### config.mk
export PLATFORM = sky130hd
export DESIGN_NAME = word_gather
export DESIGN_NICKNAME = d
export VERILOG_FILES = /design/src/rtl/word_gather_pkg.sv /design/src/rtl/word_gather_slot_dec.sv /design/src/rtl/word_gather.sv
export SDC_FILE = /design/constraint.sdc
export NUM_CORES = 1
export LEC_CHECK = 0
export CORE_ASPECT_RATIO = 2
export CORE_MARGIN = 4
export CORE_UTILIZATION = 43
export CTS_CLUSTER_SIZE = 14
export DETAILED_ROUTE_END_ITERATION = 7
export GPL_TIMING_DRIVEN = 0
export HOLD_SLACK_MARGIN = 0.08
export PLACE_DENSITY = 0.76
export SLEW_MARGIN = 20
export SYNTH_ARGS = -nofsm -noshare
export SYNTH_HDL_FRONTEND = slang
export SYNTH_SLANG_ARGS = --single-unit
### constraint.sdc
create_clock -name clk -period 1.6 [get_ports clk]
set_input_delay 0.32 -clock clk [delete_from_list [all_inputs] [get_ports clk]]
set_output_delay 0.32 -clock clk [all_outputs]
set_load 0.02 [all_outputs]
### src/rtl/word_gather_pkg.sv
// word_gather_pkg: shared types, default widths and slot arithmetic for word_gather
// Contents:
//    state_t        FILL collects words, HOLD presents a finished group
//    DEF_DAT_WIDTH  default bits per word
//    DEF_SEL_WIDTH  default slot index width
//    slot_idx()     slot = (base + k) mod num_words
package word_gather_pkg;
   typedef enum logic {FILL, HOLD} state_t;
   localparam int DEF_DAT_WIDTH = 16;
   localparam int DEF_SEL_WIDTH = 3;
   function automatic int unsigned slot_idx(input int unsigned base, input int unsigned k, input int unsigned num_words);
      return (base + k) % num_words;
   endfunction
endpackage

### src/rtl/word_gather_slot_dec.sv
// word_gather_slot_dec: slot index to one-hot write strobe
// Ports:
//    i_idx   slot index
//    i_en    strobe enable
//    o_strb  one-hot strobe, all zero when i_en is low
module word_gather_slot_dec #(
   parameter int SEL_WIDTH = 3,
   localparam int NUM_WORDS = 1 << SEL_WIDTH
) (
   input  logic [SEL_WIDTH-1:0] i_idx,
   input  logic                 i_en,
   output logic [NUM_WORDS-1:0] o_strb
);
   assign o_strb = i_en ? NUM_WORDS'(1) << i_idx : '0;
endmodule

### src/rtl/word_gather.sv
// word_gather: serial-to-parallel packer, DAT_WIDTH words into a TOTAL_DAT bus
// Ports:
//    clk, rst               rising-edge clock, synchronous active-high reset
//    in_valid/in_ready      producer word handshake, in_data payload
//    in_last                closes the group early with the accepted word
//    in_base                first slot of a group (only with WORD_GATHER_ROTATE_EN)
//    out_valid/out_ready    consumer group handshake
//    out_data               packed group, slot s at [s*DAT_WIDTH +: DAT_WIDTH]
//    out_mask               slots holding a word of this group
//    out_count              words in the group, 1..NUM_WORDS
// Build option: define WORD_GATHER_ROTATE_EN to rotate slot placement by in_base.
module word_gather
   import word_gather_pkg::*;
#(
   parameter int DAT_WIDTH = DEF_DAT_WIDTH,
   parameter int SEL_WIDTH = DEF_SEL_WIDTH,
   localparam int TOTAL_DAT = DAT_WIDTH << SEL_WIDTH,
   localparam int NUM_WORDS = 1 << SEL_WIDTH
) (
   input  logic                 clk,
   input  logic                 rst,
`ifdef WORD_GATHER_ROTATE_EN
   input  logic [SEL_WIDTH-1:0] in_base,
`endif
   input  logic                 in_valid,
   output logic                 in_ready,
   input  logic [DAT_WIDTH-1:0] in_data,
   input  logic                 in_last,
   output logic                 out_valid,
   input  logic                 out_ready,
   output logic [TOTAL_DAT-1:0] out_data,
   output logic [NUM_WORDS-1:0] out_mask,
   output logic [SEL_WIDTH:0]   out_count
);
   state_t               r_state;
   logic [SEL_WIDTH:0]   r_cnt;
   logic [SEL_WIDTH:0]   r_count;
   logic [TOTAL_DAT-1:0] r_data;
   logic [NUM_WORDS-1:0] r_mask;
   logic                 w_hold;
   logic                 w_acc;
   logic                 w_cons;
   logic                 w_close;
   logic [SEL_WIDTH:0]   w_k;
   logic [SEL_WIDTH-1:0] w_base;
   logic [SEL_WIDTH-1:0] w_slot;
   logic [NUM_WORDS-1:0] w_strb;
   logic [NUM_WORDS-1:0] w_mask_nx;
   logic [TOTAL_DAT-1:0] w_data_nx;
   assign w_hold    = r_state == HOLD;
   assign in_ready  = !w_hold || out_ready;
   assign out_valid = w_hold;
   assign out_data  = r_data;
   assign out_mask  = r_mask;
   assign out_count = r_count;
   assign w_acc     = in_valid && in_ready;
   assign w_cons    = w_hold && out_ready;
   // a word accepted in HOLD is always the first word of a fresh group
   assign w_k       = w_hold ? '0 : r_cnt;
   assign w_close   = w_acc && (in_last || w_k == (SEL_WIDTH+1)'(NUM_WORDS - 1));
`ifdef WORD_GATHER_ROTATE_EN
   logic [SEL_WIDTH-1:0] r_base;
   assign w_base = (w_k == '0) ? in_base : r_base;
   always_ff @(posedge clk) begin
      if (rst) r_base <= '0;
      else if (w_acc) r_base <= w_base;
   end
`else
   assign w_base = '0;
`endif
   assign w_slot = SEL_WIDTH'(slot_idx(32'(w_base), 32'(w_k), NUM_WORDS));
   word_gather_slot_dec #(.SEL_WIDTH(SEL_WIDTH)) u_dec (
      .i_idx (w_slot),
      .i_en  (w_acc),
      .o_strb(w_strb)
   );
   // on a drain cycle the next group starts from an empty bus
   assign w_mask_nx = (w_hold ? '0 : r_mask) | w_strb;
   for (genvar g = 0; g < NUM_WORDS; g++) begin : g_slot
      assign w_data_nx[g*DAT_WIDTH +: DAT_WIDTH] = w_strb[g] ? in_data : (w_hold ? '0 : r_data[g*DAT_WIDTH +: DAT_WIDTH]);
   end
   always_ff @(posedge clk) begin
      if (rst) begin
         r_state <= FILL;
         r_cnt   <= '0;
         r_count <= '0;
         r_data  <= '0;
         r_mask  <= '0;
      end else if (!w_hold || w_cons) begin
         r_state <= w_close ? HOLD : FILL;
         r_cnt   <= w_close ? '0 : w_k + (SEL_WIDTH+1)'(w_acc);
         r_count <= w_close ? w_k + 1'b1 : (w_hold ? '0 : r_count);
         r_data  <= w_data_nx;
         r_mask  <= w_mask_nx;
      end
   end
endmodule
# == Word-level counts from Yosys, hierarchy flattened ==
# Index checks and enable logic that the tools add are counted.
# word_totals
register_bits,145
in_bits,21
out_inout_bits,142
wordCells,58
# op_classes
n_addsub,2
eq_ne,1
shift,1
muxes,16
n_bitwise,1
reduce_logical,25
# op_table
cell,count
16-bit two-way mux,9
2-bit AND reduction,9
2-bit nonzero test,9
4-bit two-way mux,4
8-bit two-way mux,2
8-bit OR,1
"1-bit by 3-bit << shifter with 8-bit output, first input constant",1
4-bit by 1-bit adder with 4-bit output,1
"4-bit by 1-bit adder with 4-bit output, second input constant",1
"4-bit by 3-bit equality test with 1-bit output, second input constant",1
1-bit logical AND,3
1-bit logical OR,3
1-bit logical NOT,1
1-bit two-way mux,1

# == Depth between registers and ports, before layout ==
# Gate-level depths: netlist (run 1).
# logic_depth
ltp_word,6
mapped_depth,10
mapped_depth_nobuf,8

# == Hierarchy ==
# From an unflattened synthesis (run 1), not the netlist that was laid out.
# hier_totals
hier_cells,604
hier_area_um2,5346.4
# modules_own_cells
module,instances,cells_per_inst,area_each_um2,seq_area_each_um2
word_gather,1,596,5251.3,2902.8
word_gather_slot_dec,1,8,95.1,0.0

# == Least setup slack after synthesis (run 1) ==
# Ideal clock, no wire load.
# synth_path
kind,flip-flop to flip-flop
from,register r_state (netlist: out_valid)
to,register r_cnt[2]
setup_ps,70
arrival_time_ps,1717
required_time_ps,1530
slack_ps,-187
path_stages_with_launch,9
path_buffers,0
synth_period_minus_slack_ps,1787
cell_sequence,dfxtp_1 and2b_1 inv_2 and2_1 ha_1 ha_1 xnor2_1 nand3_1 a21oi_1
# synth_via
elab_chain_cells,5
elab_cells_between_ends,11
classes_between,add/sub: 1; eq/ne: 1; mux: 2; reduce/logical: 7
# synth_rtl
element,line,rtl
"start, declared",word_gather.sv:35,state_t r_state;
"start signal, assigned",word_gather.sv:90,r_state <= w_close ? HOLD : FILL;
1-bit logical NOT *,word_gather.sv:51,assign in_ready = !w_hold || out_ready;
1-bit logical OR *,word_gather.sv:51,
net in_ready,word_gather.sv:26,"output logic in_ready,"
1-bit logical AND *,word_gather.sv:56,assign w_acc = in_valid && in_ready;
4-bit by 1-bit adder with 4-bit output or 1-bit logical AND (tied branches),"word_gather.sv:91, word_gather.sv:60",
4-bit two-way mux *,word_gather.sv:91,r_cnt <= w_close ? '0 : w_k + (SEL_WIDTH+1)'(w_acc);
"end signal, assigned",word_gather.sv:91,
"end, declared",word_gather.sv:36,logic [SEL_WIDTH:0] r_cnt;
# Mark *: on every way through the listed nets, which the timed path passes. The rest lies on a longest branch.
# A chain may end at the register's enable or synchronous reset.

# == Worst setup path after layout (run 1) ==
# layout_path
from,register r_state (netlist: out_valid)
to,register r_data[2] (netlist: out_data[2])
# layout_via
elab_chain_cells,6
elab_cells_between_ends,11
classes_between,shift: 1; mux: 3; reduce/logical: 7
# layout_rtl
element,line,rtl
1-bit logical NOT,"word_gather.sv:51, word_gather.sv:89",
1-bit logical OR,word_gather.sv:51,
1-bit logical AND,word_gather.sv:56,
8-bit two-way mux,word_gather_slot_dec.sv:14,assign o_strb = i_en ? NUM_WORDS'(1) << i_idx : '0;
2-bit nonzero test (no line),n/a,
2-bit AND reduction (no line),n/a,
"end signal, assigned",word_gather.sv:93,r_data <= w_data_nx;
"end, declared",word_gather.sv:38,logic [TOTAL_DAT-1:0] r_data;
# Several ways; a longest one is shown, not always the timed one.

==> flow_summary_export.csv, run 1 <==
group,metric,value,unit
die,placementRows,59,
logic_synthesis,synth_fa_ha_area_frac,0.00662,
die,die_h,170,microns
power,intPower,6.52,mW
worst_setup_path,required,1.89,ns
timing,fin_skew,0.00983,ns
die,start_util,0.436,
logic_synthesis,synthesis.nets,716,
die,pin_count,163,
timing,setup_violations,21,
place,place_congestion,0.904,
logic_synthesis,synth-seq-cells,145,
worst_setup_path,crit_fanout,10,
logic_synthesis,synth_cell_types,36,
drt,drc,0,
timing,final.setup.tns,-0.312,ns
finish,drive_gt1_frac,0.182,
run_status,status,"finished with violations",
drt,ant_nets,0,
run_status,violations,"setup timing",
logic_synthesis,synth_compound_area_frac,0.122,
min_path,worstHoldStart,"in_data[15]",
power,finalPower,8.66,mW
grt,grt_pass1_vias,5518,
logic_synthesis,netlist_instances,692,
logic_synthesis,syn_avg_cell_area,8.19,sq um
finish,nFillCells,1101,
logic_synthesis,yosys_warnings,0,
place,dp_slack,-0.733,ns
worst_setup_path,crit_family,"buffers and inverters",
grt,grt_usage,0.267,
drt,wl_per_cell,20.4,microns
worst_setup_path,path_buf_inv,3,
finish,final_cells,1061,
die,die_w,89.2,microns
min_path,hold_class,"in -> reg",
finish,antenna_cells,0,
die,die_area,15200,sq um
timing,clock.fmax,612,MHz
timing,hold_viol_final,0,
grt,grt_overflow,0,
power,p_per_area,1020,nW/um^2
worst_setup_path,timing.rr.start,"out_valid",
logic_synthesis,muxShareOfSynthArea,0.0282,
worst_setup_path,endpoint_kind,"register",
clock_tree,cts_made_buffers,17,
power,irDropWorstVdd,0.000965,V
place,io_buffers,146,
grt,grt_pass1_wl,30000,microns
timing,rsz0062_at_grt,"true",
worst_setup_path,cpMaxStageDelayCell,"dfxtp_4",
clock_tree,path_clk_slew,0.06,ns
clock_tree,cts_root_buffer,"clkbuf_16",
logic_synthesis,synth_top_family_by_area,"simple AND/OR/NAND/NOR gates",
place,dp_hpwl,14000,microns
die,core_area,13000,sq um
grt,antenna_found_initial,0,
worst_setup_path,crit_top_cell,"buf_12",
timing,slew_violations,0,
worst_setup_path,critPathLaunch,"out_valid",
timing,timing.final.ws_setup,-0.0333,ns
drt,drt-initial-drc-count,421,
clock_tree,cts_tree,"yes",
logic_synthesis,synthSimpleGateAreaFrac,0.259,
drt,via_per_inst,5.66,
power,power_frac_comb,0.095,
run,max_cap_violations,0,
timing,min_period_over_period,1.02,
power,swShare,0.248,
drt,num_vias,6009,
grt,grt_max_degree,17,
clock_tree,insertion_delay,0.42,ns
clock_tree,clock_path_buffers,2,
logic_synthesis,synth-xor-area-share,0.00463,
power,pwr-share-clk,0.478,
worst_setup_path,critPathKind,"reg -> reg",
worst_setup_path,crit_chain,"buf_12 > nor4_4 > o21ai_1 > buf_4 > buf_12 > mux2i_1 > nor2_1",
finish,final_net_count,920,
clock_tree,cts.sinks,145,
timing,slew_headroom,0.470,
worst_setup_path,cp-start-kind,"register",
power,power_frac_seq,0.427,
clock_tree,htree_levels,4,
power,leakage,3.74,nW
timing,fin_hold_ws,0.323,ns
timing,worstMarginPinSlew,0.794,ns
drt,firstDrtPassIters,5,
logic_synthesis,synth_seq_area_share,0.512,
drt,routed_wl,21600,microns
finish,area_delta_synth_final,49.5,%
timing,period_needed,1.63,ns
place,placed_cells,990,
logic_synthesis,synth_area,5670,sq um
power,p_switching,2.15,mW
worst_setup_path,critPathArrivalTime,1.93,ns
worst_setup_path,max_stage_delay,0.38,ns
-- cell usage in the layout (no fill, tap or decap), types with 3 or more instances in the layout --
cell	synthesis	layout
a21oi_1	128	119
a21oi_2	0	9
and2_1	18	17
buf_12	0	5
buf_2	26	6
buf_4	4	43
buf_6	5	14
bufinv_16	0	3
clkbuf_1	39	27
clkbuf_16	0	17
clkbuf_2	1	10
clkbuf_4	0	8
clkinv_2	0	4
dfxtp_1	145	142
dlygate4sd2_1	0	141
ha_4	0	3
mux2i_1	16	16
nand2_1	127	122
nand2_2	0	5
nand2b_4	0	3
nand3_1	124	119
nand3_2	0	3
nor2_1	22	20
nor3_4	1	3
or3_1	5	4
-- metal layers --
layer | part of all wire | vias to the layer above | routed length (microns) | global-route usage
li1 | - | 2756 | - | -
met1 | 0.33 | 2835 | 7240 | 0.277
met2 | 0.54 | 335 | 11600 | 0.472
met3 | 0.066 | 83 | 1440 | 0.0518
met4 | 0.059 | 0 | 1280 | 0.167
met5 | 0 | - | 0 | 0
-- sequential cells by signal, summed over array words and instances, names as in the netlist --
signal,cells
out_count,4
out_data,128
out_mask,8
out_valid,1
r_cnt,4
-- Yosys cell counts (all sizes together) --
library cell | instances | area, sq um
a21o | 1 | 7.51
a21oi | 128 | 641
a32o | 1 | 10.0
and2 | 18 | 113
and2b | 1 | 7.51
and3 | 3 | 18.8
buf | 35 | 216
clkbuf | 40 | 151
dfxtp | 145 | 2900
ha | 3 | 37.5
inv | 3 | 11.3
mux2i | 16 | 160
nand2 | 127 | 477
nand2b | 3 | 18.8
nand3 | 124 | 621
nand4 | 1 | 6.26
nor2 | 22 | 82.6
nor2b | 1 | 6.26
nor3 | 3 | 36.3
nor3b | 1 | 12.5
nor4 | 2 | 27.5
o2111ai | 1 | 15.0
o21ai | 1 | 5.00
o22ai | 1 | 6.26
o31a | 1 | 8.76
or2 | 2 | 12.5
or3 | 5 | 31.3
xnor2 | 2 | 17.5
xor2 | 1 | 8.76
-- power groups by stage --
| stage | logic, mW | registers [mW] | clock network (mW) |
|---|---|---|---|
| 2_1_floorplan | 0.338 | 3.84 | 0 |
| 3_3_place_gp | 0.674 | 3.78 | 0 |
| 3_5_place_dp | 0.682 | 3.78 | 0 |
| 4_1_cts | 0.719 | 3.70 | 4.14 |
| 5_1_grt | 0.856 | 3.71 | 4.31 |
| 6_report | 0.820 | 3.70 | 4.14 |
-- repair_timing --
item,in CTS,in global routing
gates cloned,1,1
setup endpoints to repair,273,130
hold buffers,0,0
setup buffers,17,23
pin swaps,8,20
hold endpoints to repair,0,0
gates resized for setup,199,64
-- through the flow --
step,util,cell area (sq um)
after detailed placement,0.564,7330
final,0.652,8470
after CTS,0.623,8100
after global placement,0.564,7330
after floorplan,-,5680
after global routing,0.652,8470
-- area by class of cell --
cell class,count,area [sq um],area share
plain buffers,72,468,0.0552
clock buffers,19,453,0.0535
clock inverters,13,158,0.0186
inverters,3,16.3,0.00192
multi-input cells,469,2620,0.309
flip-flops and latches,145,2910,0.344
well taps,152,190,0.0224
repair buffers,188,1660,0.196
-- tightest hold or removal path, cell delays in order --
cell and delay (ns):
clkbuf_1 0.21, nand2_1 0.11, a21oi_1 0.05
-- worst paths after layout --
check                  endpoint  slack, ns  depth (start not counted)
setup / recovery    out_data[2]      -0.03                          7
hold / removal    out_data[111]       0.32                          3
setup reg to reg    out_data[2]      -0.03                          7
hold reg to reg     out_mask[5]       0.45                          2
-- logic make-up after synthesis --
kind of cell | Yosys count
compound gates | 134
xor+xnor | 3
fa+ha+maj | 3
buf+inv | 78
flops | 145
mux | 16
simple gates | 313
No activity file was read; power rests on OpenSTA's default activity.
==> inputs of run 2 (changes only) <==
Settings changed: ABC_CLOCK_PERIOD_IN_PS set to 1600.
==> results of run 2 <==
No change in the layout: final DEF, timing and power equal those of run 1.
==> inputs of run 3 (changes only) <==
Settings changed: SLEW_MARGIN 20 to 25.
==> results of run 3 <==
No change in the layout: final DEF, timing and power equal those of run 1.
